<file path="src/rtl/multilane_match_length.sv">
// multilane_match_length: multi-lane dictionary match plus length generation
// front end for the cache-line compressor. Each beat carries LANES words. Every
// word is classified against a per-line FIFO dictionary. A two-stage pipeline
// (S1 match, S2 length/accumulate) produces per-lane code, index and length,
// and keeps running line bit totals with a sticky overflow flag.
//
// Optional build macro: INTRA_BEAT_FWD_EN. When it is defined, each lane also
// sees the words pushed by lower lanes of the same beat, which gives the same
// result as processing the words one at a time. The default build has no
// forwarding, so every lane sees the dictionary as it was before the beat.
module multilane_match_length #(
    parameter int LANES      = 2,
    parameter int WORD       = 32,
    parameter int DICT_ENTRY = 16,
    parameter int CACHE_LINE = 128
) (
    input  logic                                  i_clk,
    input  logic                                  i_reset,
    input  logic                                  i_valid,
    output logic                                  o_ready,
    input  logic [LANES*WORD-1:0]                 i_word,
    input  logic                                  i_last,
    output logic                                  o_valid,
    input  logic                                  i_ready,
    output logic [LANES*3-1:0]                    o_code,
    output logic [LANES*$clog2(DICT_ENTRY)-1:0]   o_index,
    output logic [LANES*6-1:0]                    o_length,
    output logic [7:0]                            o_total_length,
    output logic [15:0]                           o_line_bits,
    output logic                                  o_line_done,
    output logic                                  o_overflow,
    output logic [LANES*WORD-1:0]                 o_word
);

    localparam int IDX_W = $clog2(DICT_ENTRY);

    localparam logic [2:0] CODE_ZZZZ = 3'd0;
    localparam logic [2:0] CODE_XXXX = 3'd1;
    localparam logic [2:0] CODE_MMMM = 3'd2;
    localparam logic [2:0] CODE_MMXX = 3'd3;
    localparam logic [2:0] CODE_ZZZX = 3'd4;
    localparam logic [2:0] CODE_MMMX = 3'd5;

    localparam logic [5:0] LEN_ZZZZ = 6'd2;
    localparam logic [5:0] LEN_ZZZX = 6'd12;
    localparam logic [5:0] LEN_MMMM = 6'(2 + IDX_W);
    localparam logic [5:0] LEN_MMMX = 6'(4 + IDX_W + 8);
    localparam logic [5:0] LEN_MMXX = 6'(4 + IDX_W + 16);
    localparam logic [5:0] LEN_XXXX = 6'(2 + WORD);

    localparam logic [15:0] LINE_LIMIT = 16'(CACHE_LINE);

    // Dictionary state
    logic [WORD-1:0]       dict_data [DICT_ENTRY];
    logic [DICT_ENTRY-1:0] dict_valid;
    logic [IDX_W-1:0]      wr_ptr;

    // Dictionary contents after this beat's pushes, and per-lane match results
    logic [WORD-1:0]        next_data [DICT_ENTRY];
    logic [DICT_ENTRY-1:0]  next_valid;
    logic [IDX_W-1:0]       next_ptr;
    logic [LANES*3-1:0]     m_code;
    logic [LANES*IDX_W-1:0] m_index;

    // Handshake
    logic advance;
    logic accept;

    // Stage 1 registers
    logic                   s1_valid;
    logic [LANES*3-1:0]     s1_code;
    logic [LANES*IDX_W-1:0] s1_index;
    logic [LANES*WORD-1:0]  s1_word;
    logic                   s1_last;

    // Stage 2 next values
    logic [LANES*6-1:0] s1_length;
    logic [7:0]         s1_total;
    logic [15:0]        bits_next;
    logic               ovf_next;

    assign advance = !o_valid || i_ready;
    assign accept  = i_valid && advance;
    assign o_ready = advance;

    // Classify each lane in lane order and build the post-beat dictionary view.
    // Lowest index wins because the entry scan runs downward and the last hit
    // sticks.
    always_comb begin : match_logic
        logic [WORD-1:0]  w;
        logic [WORD-1:0]  cmp_data;
        logic             cmp_valid;
        logic             full_hit;
        logic             hi_hit;
        logic             mid_hit;
        logic [IDX_W-1:0] full_idx;
        logic [IDX_W-1:0] hi_idx;
        logic [IDX_W-1:0] mid_idx;
        logic [2:0]       code;
        logic [IDX_W-1:0] idx;

        next_data  = dict_data;
        next_valid = dict_valid;
        next_ptr   = wr_ptr;
        m_code     = '0;
        m_index    = '0;
        w          = '0;
        cmp_data   = '0;
        cmp_valid  = 1'b0;
        full_hit   = 1'b0;
        hi_hit     = 1'b0;
        mid_hit    = 1'b0;
        full_idx   = '0;
        hi_idx     = '0;
        mid_idx    = '0;
        code       = CODE_XXXX;
        idx        = '0;

        for (int k = 0; k < LANES; k++) begin
            w        = i_word[k*WORD +: WORD];
            full_hit = 1'b0;
            hi_hit   = 1'b0;
            mid_hit  = 1'b0;
            full_idx = '0;
            hi_idx   = '0;
            mid_idx  = '0;

            for (int i = DICT_ENTRY - 1; i >= 0; i--) begin
`ifdef INTRA_BEAT_FWD_EN
                cmp_valid = next_valid[i];
                cmp_data  = next_data[i];
`else
                cmp_valid = dict_valid[i];
                cmp_data  = dict_data[i];
`endif
                if (cmp_valid && (cmp_data == w)) begin
                    full_hit = 1'b1;
                    full_idx = IDX_W'(i);
                end
                if (cmp_valid && (cmp_data[WORD-1:8] == w[WORD-1:8])) begin
                    hi_hit = 1'b1;
                    hi_idx = IDX_W'(i);
                end
                if (cmp_valid && (cmp_data[WORD-1:16] == w[WORD-1:16])) begin
                    mid_hit = 1'b1;
                    mid_idx = IDX_W'(i);
                end
            end

            if (w == '0) begin
                code = CODE_ZZZZ;
                idx  = '0;
            end else if (w[WORD-1:8] == '0) begin
                code = CODE_ZZZX;
                idx  = '0;
            end else if (full_hit) begin
                code = CODE_MMMM;
                idx  = full_idx;
            end else if (hi_hit) begin
                code = CODE_MMMX;
                idx  = hi_idx;
            end else if (mid_hit) begin
                code = CODE_MMXX;
                idx  = mid_idx;
            end else begin
                code = CODE_XXXX;
                idx  = '0;
            end

            m_code[k*3 +: 3]         = code;
            m_index[k*IDX_W +: IDX_W] = idx;

            if ((code == CODE_XXXX) || (code == CODE_MMXX) || (code == CODE_MMMX)) begin
                next_data[next_ptr]  = w;
                next_valid[next_ptr] = 1'b1;
                next_ptr             = next_ptr + IDX_W'(1);
            end
        end
    end

    // Commit valid bits and write pointer once per accepted beat; a line's last beat clears them
    always_ff @(posedge i_clk) begin
        if (!i_reset) begin
            dict_valid <= '0;
            wr_ptr     <= '0;
        end else if (accept) begin
            if (i_last) begin
                dict_valid <= '0;
                wr_ptr     <= '0;
            end else begin
                dict_valid <= next_valid;
                wr_ptr     <= next_ptr;
            end
        end
    end

    // Store pushed words; entries are qualified by dict_valid so the data needs no reset
    always_ff @(posedge i_clk) begin
        if (i_reset && accept && !i_last) begin
            dict_data <= next_data;
        end
    end

    // Stage 1: capture match results alongside the raw beat
    always_ff @(posedge i_clk) begin
        if (!i_reset) begin
            s1_valid <= 1'b0;
            s1_code  <= '0;
            s1_index <= '0;
            s1_word  <= '0;
            s1_last  <= 1'b0;
        end else if (advance) begin
            s1_valid <= i_valid;
            if (i_valid) begin
                s1_code  <= m_code;
                s1_index <= m_index;
                s1_word  <= i_word;
                s1_last  <= i_last;
            end
        end
    end

    // Map codes to lengths and work out the line totals that stage 2 will load
    always_comb begin : length_logic
        logic [5:0] len;

        s1_length = '0;
        s1_total  = '0;
        len       = LEN_XXXX;
        for (int k = 0; k < LANES; k++) begin
            case (s1_code[k*3 +: 3])
                CODE_ZZZZ: len = LEN_ZZZZ;
                CODE_ZZZX: len = LEN_ZZZX;
                CODE_MMMM: len = LEN_MMMM;
                CODE_MMMX: len = LEN_MMMX;
                CODE_MMXX: len = LEN_MMXX;
                default:   len = LEN_XXXX;
            endcase
            s1_length[k*6 +: 6] = len;
            s1_total            = s1_total + 8'(len);
        end

        if (o_line_done) begin
            bits_next = {8'd0, s1_total};
            ovf_next  = (bits_next > LINE_LIMIT);
        end else begin
            bits_next = o_line_bits + {8'd0, s1_total};
            ovf_next  = o_overflow || (bits_next > LINE_LIMIT);
        end
    end

    // Stage 2: output register; holds its contents across bubbles so line totals carry on
    always_ff @(posedge i_clk) begin
        if (!i_reset) begin
            o_valid        <= 1'b0;
            o_code         <= '0;
            o_index        <= '0;
            o_length       <= '0;
            o_total_length <= '0;
            o_line_bits    <= '0;
            o_line_done    <= 1'b0;
            o_overflow     <= 1'b0;
            o_word         <= '0;
        end else if (advance) begin
            o_valid <= s1_valid;
            if (s1_valid) begin
                o_code         <= s1_code;
                o_index        <= s1_index;
                o_length       <= s1_length;
                o_total_length <= s1_total;
                o_line_bits    <= bits_next;
                o_line_done    <= s1_last;
                o_overflow     <= ovf_next;
                o_word         <= s1_word;
            end
        end
    end

endmodule
</file>
<file path="config.mk">
export PLATFORM = sky130hd
export DESIGN_NAME = multilane_match_length
export DESIGN_NICKNAME = d
export VERILOG_FILES = /design/src/rtl/multilane_match_length.sv
export SDC_FILE = /design/constraint.sdc
export NUM_CORES = 2
export LEC_CHECK = 0
export ABC_CLOCK_PERIOD_IN_PS = 16900
export BUFFER_PORTS_ARGS = -buffer_cell sky130_fd_sc_hd__buf_2
export CELL_PAD_IN_SITES_DETAIL_PLACEMENT = 1
export CELL_PAD_IN_SITES_GLOBAL_PLACEMENT = 2
export CORE_ASPECT_RATIO = 0.9
export CORE_MARGIN = 4
export CORE_UTILIZATION = 42
export CTS_CLUSTER_DIAMETER = 200
export DETAILED_ROUTE_END_ITERATION = 8
export GPL_TIMING_DRIVEN = 0
export MAX_ROUTING_LAYER = met4
export PLACE_DENSITY = 0.81
export SETUP_SLACK_MARGIN = 0.05
export SYNTH_ARGS = -nofsm -noshare
export SYNTH_HDL_FRONTEND = slang
export SYNTH_SLANG_ARGS = --single-unit
export TNS_END_PERCENT = 50
</file>
<file path="constraint.sdc">
create_clock -name i_clk -period 16.9 [get_ports i_clk]
set_input_delay 3.38 -clock i_clk [delete_from_list [all_inputs] [get_ports i_clk]]
set_output_delay 3.38 -clock i_clk [all_outputs]
set_load 0.01 [all_outputs]
</file>
Word level (Yosys, flattened, before mapping)
Cells that the tools add are included.

word-level totals
  register bits after elaboration = 729
  output and inout port bits = 118

cells by class
  add/subtract/negate cells = 4
  magnitude comparators = 10
  equality and inequality tests = 110
  multiplexer cells = 234
  bitwise gates (word level) = 4
  reduce and logical (&&, ||, !) cells = 119

operator list
  kind                                                         count
  bitwise mux 512 bit                                          2
  equality test 32 bit                                         32
  two-way mux 512 bit                                          2
  equality test 24 bit                                         32
  equality test 16 bit                                         32
  two-way mux 4 bit                                            109
  demux 32 bit (select 4 bit)                                  2
  logical AND 1 bit                                            103
  two-way mux 1 bit                                            99
  zero test 32 bit                                             2
  two-way mux 16 bit                                           4
  two-way mux 32 bit                                           2
  case mux 6 bit (5 select lines)                              2
  zero test 24 bit                                             2
  bitwise OR 16 bit                                            2
  two-way mux 3 bit                                            8
  equality test 3 x 2 -> 1 bit (second input constant)         6
  equality test 3 bit (second input constant)                  6
  adder 16 x 7 -> 16 bit                                       1
  > comparator 16 x 8 -> 1 bit (second input constant)         1
  >= comparator 5 bit (second input constant)                  2
  less-than comparator 4 x 5 -> 1 bit (second input constant)  2
  less-than comparator 5 x 1 -> 1 bit (second input constant)  2
  NOT 4 -> 5 bit                                               2
  other kinds (11)                                             24

Longest topological paths before layout
  depth after elaboration = 34
  mapped depth = 21
  depth with buffers taken out = 17

Least setup slack after synthesis
Ideal clock, no wire load.

  path kind = input to register
  start point = input i_ready
  end point = register dict_valid[15]
  library setup time = 111 ps
  arrival time = 15236 ps
  setup slack = 1554 ps
  stages = 9
  path through = nor2b_1 > inv_1 > and2_1 > nand2_1 > or2_2 > clkbuf_1 > inv_1 > a22oi_1 > o21ai_0

on the way
  longest elaborated chain between the ends = 2

ends and longest elaborated chain
  element               RTL line  RTL
  from (decl)           24        input logic i_ready,
  logical OR 1 bit      82        assign advance = !o_valid || i_ready;
  via o_ready           20        output logic o_ready,
  logical AND 1 bit     83        assign accept = i_valid && advance;
  to (signal assigned)  191       dict_valid <= next_valid;
  to (decl)             55        logic [DICT_ENTRY-1:0] dict_valid;

The timed path passes the listed nets, and every way through them passes these cells.
A chain may end at the register's enable or synchronous reset.

==> impl_metrics.csv <==
group,metric,value,unit
worst_hold_path,hp-class,"register to register",
global_routing,grt_pass1_wl,331,mm
synth,synthFlopType,"edfxtp_1",
floorplan,start_util,0.424,
sta,finalMaxSlewViolations,2,
global_routing,grt_pass1_vias,42923,
sta,finalSetupTns,0,ns
clock_tree,cts.path.max_buffers,3,
clock_tree,ctsResizeCount,0,
detailed_routing,remaining_drc_errors,0,
sta,worst_slew_pin_slew,1.55,ns
sta,final.min_clock_period,8.82,ns
power,p_switching,1.37,mW
final_layout,fillCellCount,13575,
floorplan,core,121000,um^2
setup_path,critPathKind,"input pin to register",
global_routing,gr-total-overflow,0,
clock_tree,insertion_delay,0.72,ns
setup_path,cp-start-kind,"input pin",
placed_design,place_area,54200,um^2
clock_tree,clk_pin_slew,0.06,ns
synth,synth_cells,5161,
power,share_comb_of_total_power,0.146,
setup_path,path_max_fanout,10,
floorplan,rows,121,
setup_path,worstRegToRegCells,15,
floorplan,dieArea,128000,um^2
setup_path,crit_required,17.36,ns
detailed_routing,met3WireLength,22.3,mm
detailed_routing,wl_met1,103,mm
synth,synth_warnings,0,
sta,fmax,113,MHz
power,powerDensity,80.8,nW/um^2
placed_design,dp_slack,7.65,ns
power,p_seq_frac,0.437,
final_layout,postLayoutCoreUtil,0.470,
job,cap_violations,1,
clock_tree,cts_buffers,88,
power,p_leak,20.2,nW
power,internal_power,3.24,mW
synth,async_flop_share,0,
synth,synthTopCellsByArea,"edfxtp_1, xnor2_1, dfxtp_1, mux2i_1, mux2_2",
synth,synth_area,51500,um^2
setup_path,crit_start,"i_word[7]",
power,p_clk_frac,0.417,
global_routing,antenna_found_initial,8,
setup_path,end_kind,"register",
clock_tree,hold_buffers,0,
final_layout,layout_common_cells,"xnor2_1, edfxtp_1, nand2_1",
placed_design,place.gp.congestion,1.00,
power,sw_frac_of_total,0.296,
detailed_routing,ant_nets,0,
global_routing,grt_start_max_net_pins,126,
synth,ys_types,83,
setup_path,rr_endpoint,"dict_data[344]$_DFFE_PP_",
sta,rsz0062_at_grt,"false",
detailed_routing,wl_met2,102,mm
sta,maxSlewHeadroom,-0.0395,
worst_hold_path,hp-start,"o_length[8]$_SDFFE_PN0P_",
synth,synth_area_leader_cell,"edfxtp_1",
final_layout,layout-drive-gt1-share,0.184,
clock_tree,post-cts-setup-buffer-count,0,
final_layout,final_common_cell,"xnor2_1",
setup_path,r2r-start,"match_logic.cmp_data[0]$_DFFE_PP_",
floorplan,die_w,377,um
worst_hold_path,whs_path_depth,2,
setup_path,ff2ff_setup_slack,11.06,ns
detailed_routing,routed_wl,239,mm
sta,setup_ws,8.08,ns
detailed_routing,vias,43910,
sta,min_period_over_period,0.522,
final_layout,fin_area,57000,um^2
detailed_routing,dr.pass1.iters,5,
detailed_routing,vias_per_cell,6.23,
status,failed_checks,"capacitance limit, slew limit",
synth,seq_area_frac_synth,0.381,
global_routing,track_usage,0.369,
clock_tree,htree_num_levels,3,
final_layout,area_delta_synth_final,10.7,%
clock_tree,cts.sinks,724,
clock_tree,tritoncts,"done",
sta,setup_viol,0,
floorplan,boundaryPins,187,
sta,fin_worst_skew,0.0304,ns
placed_design,hpwlAfterDp,178,mm
final_layout,finalNetCount,5467,
synth,ys_ff_latch,724,
placed_design,io_buffers,117,
power,vdd_drop_max,0.0722,mV
status,run_status,"finished with violations",
sta,fin_hold_ws,0.458,ns
detailed_routing,drt_iter0_drc,5731,
synth,yosysTopAreaCellShare,0.299,
floorplan,die-height,340,um
setup_path,arrival,9.27,ns
sta,finalHoldViolations,0,
detailed_routing,dr.max_layer_used,"met4",
detailed_routing,routedWlPerCell,33.9,um
worst_hold_path,hold_path_end,"o_length[8]$_SDFFE_PN0P_",
clock_tree,cts_root_buf,"clkbuf_16",
synth,synth_edf_count,512,
synth,synth.avg_cell_area,9.98,um^2
[cells in the mapped netlist (19+ instances only)]
cell type / instances
and3_1: 41
mux2_4: 125
o211ai_1: 19
edfxtp_1: 512
xnor2_1: 665
nand2_1: 439
clkbuf_1: 139
nand4_1: 178
a21boi_0: 162
mux2_2: 293
ha_1: 19
a21oi_1: 299
nor3_1: 53
inv_1: 31
buf_4: 50
buf_6: 26
dfxtp_1: 212
nor4_1: 119
o21ai_0: 49
buf_1: 44
mux2i_1: 330
nor2_1: 369
and4_1: 19
and2_1: 32
buf_2: 226
nand2b_1: 20
nand3_1: 92
xor2_1: 365
mux2_1: 31
[kinds of logic after synthesis]
family,synth area share
XOR/XNOR,0.175
multiplexers,0.171
buffers and inverters,0.0508
other,0.0000728
flip-flops,0.381
AO/OA/AOI/OAI,0.0818
adder cells (fa/ha/maj),0.00559
AND/OR/NAND/NOR,0.134
[through the flow]
| stage | instances | power [mW] |
|---|---|---|
| 2_1_floorplan | 5165 | 2.46 |
| 3_3_place_gp | 6881 | 2.71 |
| 3_5_place_dp | 6885 | 2.70 |
| 4_1_cts | 7043 | 4.59 |
| 5_1_grt | 7044 | 4.71 |
| 6_report | 7051 | 4.60 |
[registers in the layout, indices dropped and copies added, names as in the netlist]
signal	cells
o_line_bits	15
o_valid	1
o_index	8
wr_ptr	4
s1_last	1
dict_data	480
s1_valid	1
o_line_done	1
s1_word	64
o_word	64
s1_index	8
dict_valid	16
o_length	10
s1_code	6
o_overflow	1
o_code	6
match_logic.cmp_data	32
o_total_length	6
[worst max-delay path, stage by stage]
cell	delay, ns
buf_2	0.26
buf_2	0.51
xor2_1	0.13
nor4_1	1.27
nand4_1	0.44
o2111ai_2	0.32
nor4_4	0.14
and2_4	0.19
buf_6	0.13
buf_2	0.21
a21oi_1	0.36
ha_1	0.33
and2_1	0.21
o211a_1	0.18
buf_2	0.35
buf_2	0.42
mux2_2	0.39
[power by group through the flow]
stage	Clock, mW	Sequential, mW	Combinational (mW)
2_1_floorplan	0	2.05	0.409
3_3_place_gp	0	2.08	0.635
3_5_place_dp	0	2.05	0.650
4_1_cts	1.93	2.01	0.654
5_1_grt	2.00	2.01	0.697
6_report	1.92	2.01	0.673
[routing by layer]
layer	vias to the layer above	GRT usage
met5	-	-
met1	22230	0.505
met3	532	0.0665
met2	2476	0.541
met4	0	0.149
li1	18672	-
[how the worst max path moves through the flow]
stage / to / cells past startpoint
after detailed placement: dict_data[342]$_DFFE_PP_ / 19
after CTS: dict_data[325]$_DFFE_PP_ / 19
after floorplan: dict_valid[15]$_SDFFE_PN0P_ / 9
after global placement: dict_valid[15]$_SDFFE_PN0P_ / 10
final: dict_data[344]$_DFFE_PP_ / 17
after global routing: dict_data[407]$_DFFE_PP_ / 18
[layout make-up]
cell class	count	area [um^2]	share of cell area
Tap cell	1599	2000	0.0351
Timing Repair Buffer	122	711	0.0125
Inverter	34	135	0.00237
Multi-Input combinational cell	3922	29300	0.514
Antenna cell	7	17.5	0.000307
Clock inverter	40	279	0.00489
Sequential cell	724	19600	0.344
Clock buffer	118	2480	0.0435
Buffer	485	2490	0.0436
Power figures use the tool's default switching activity.
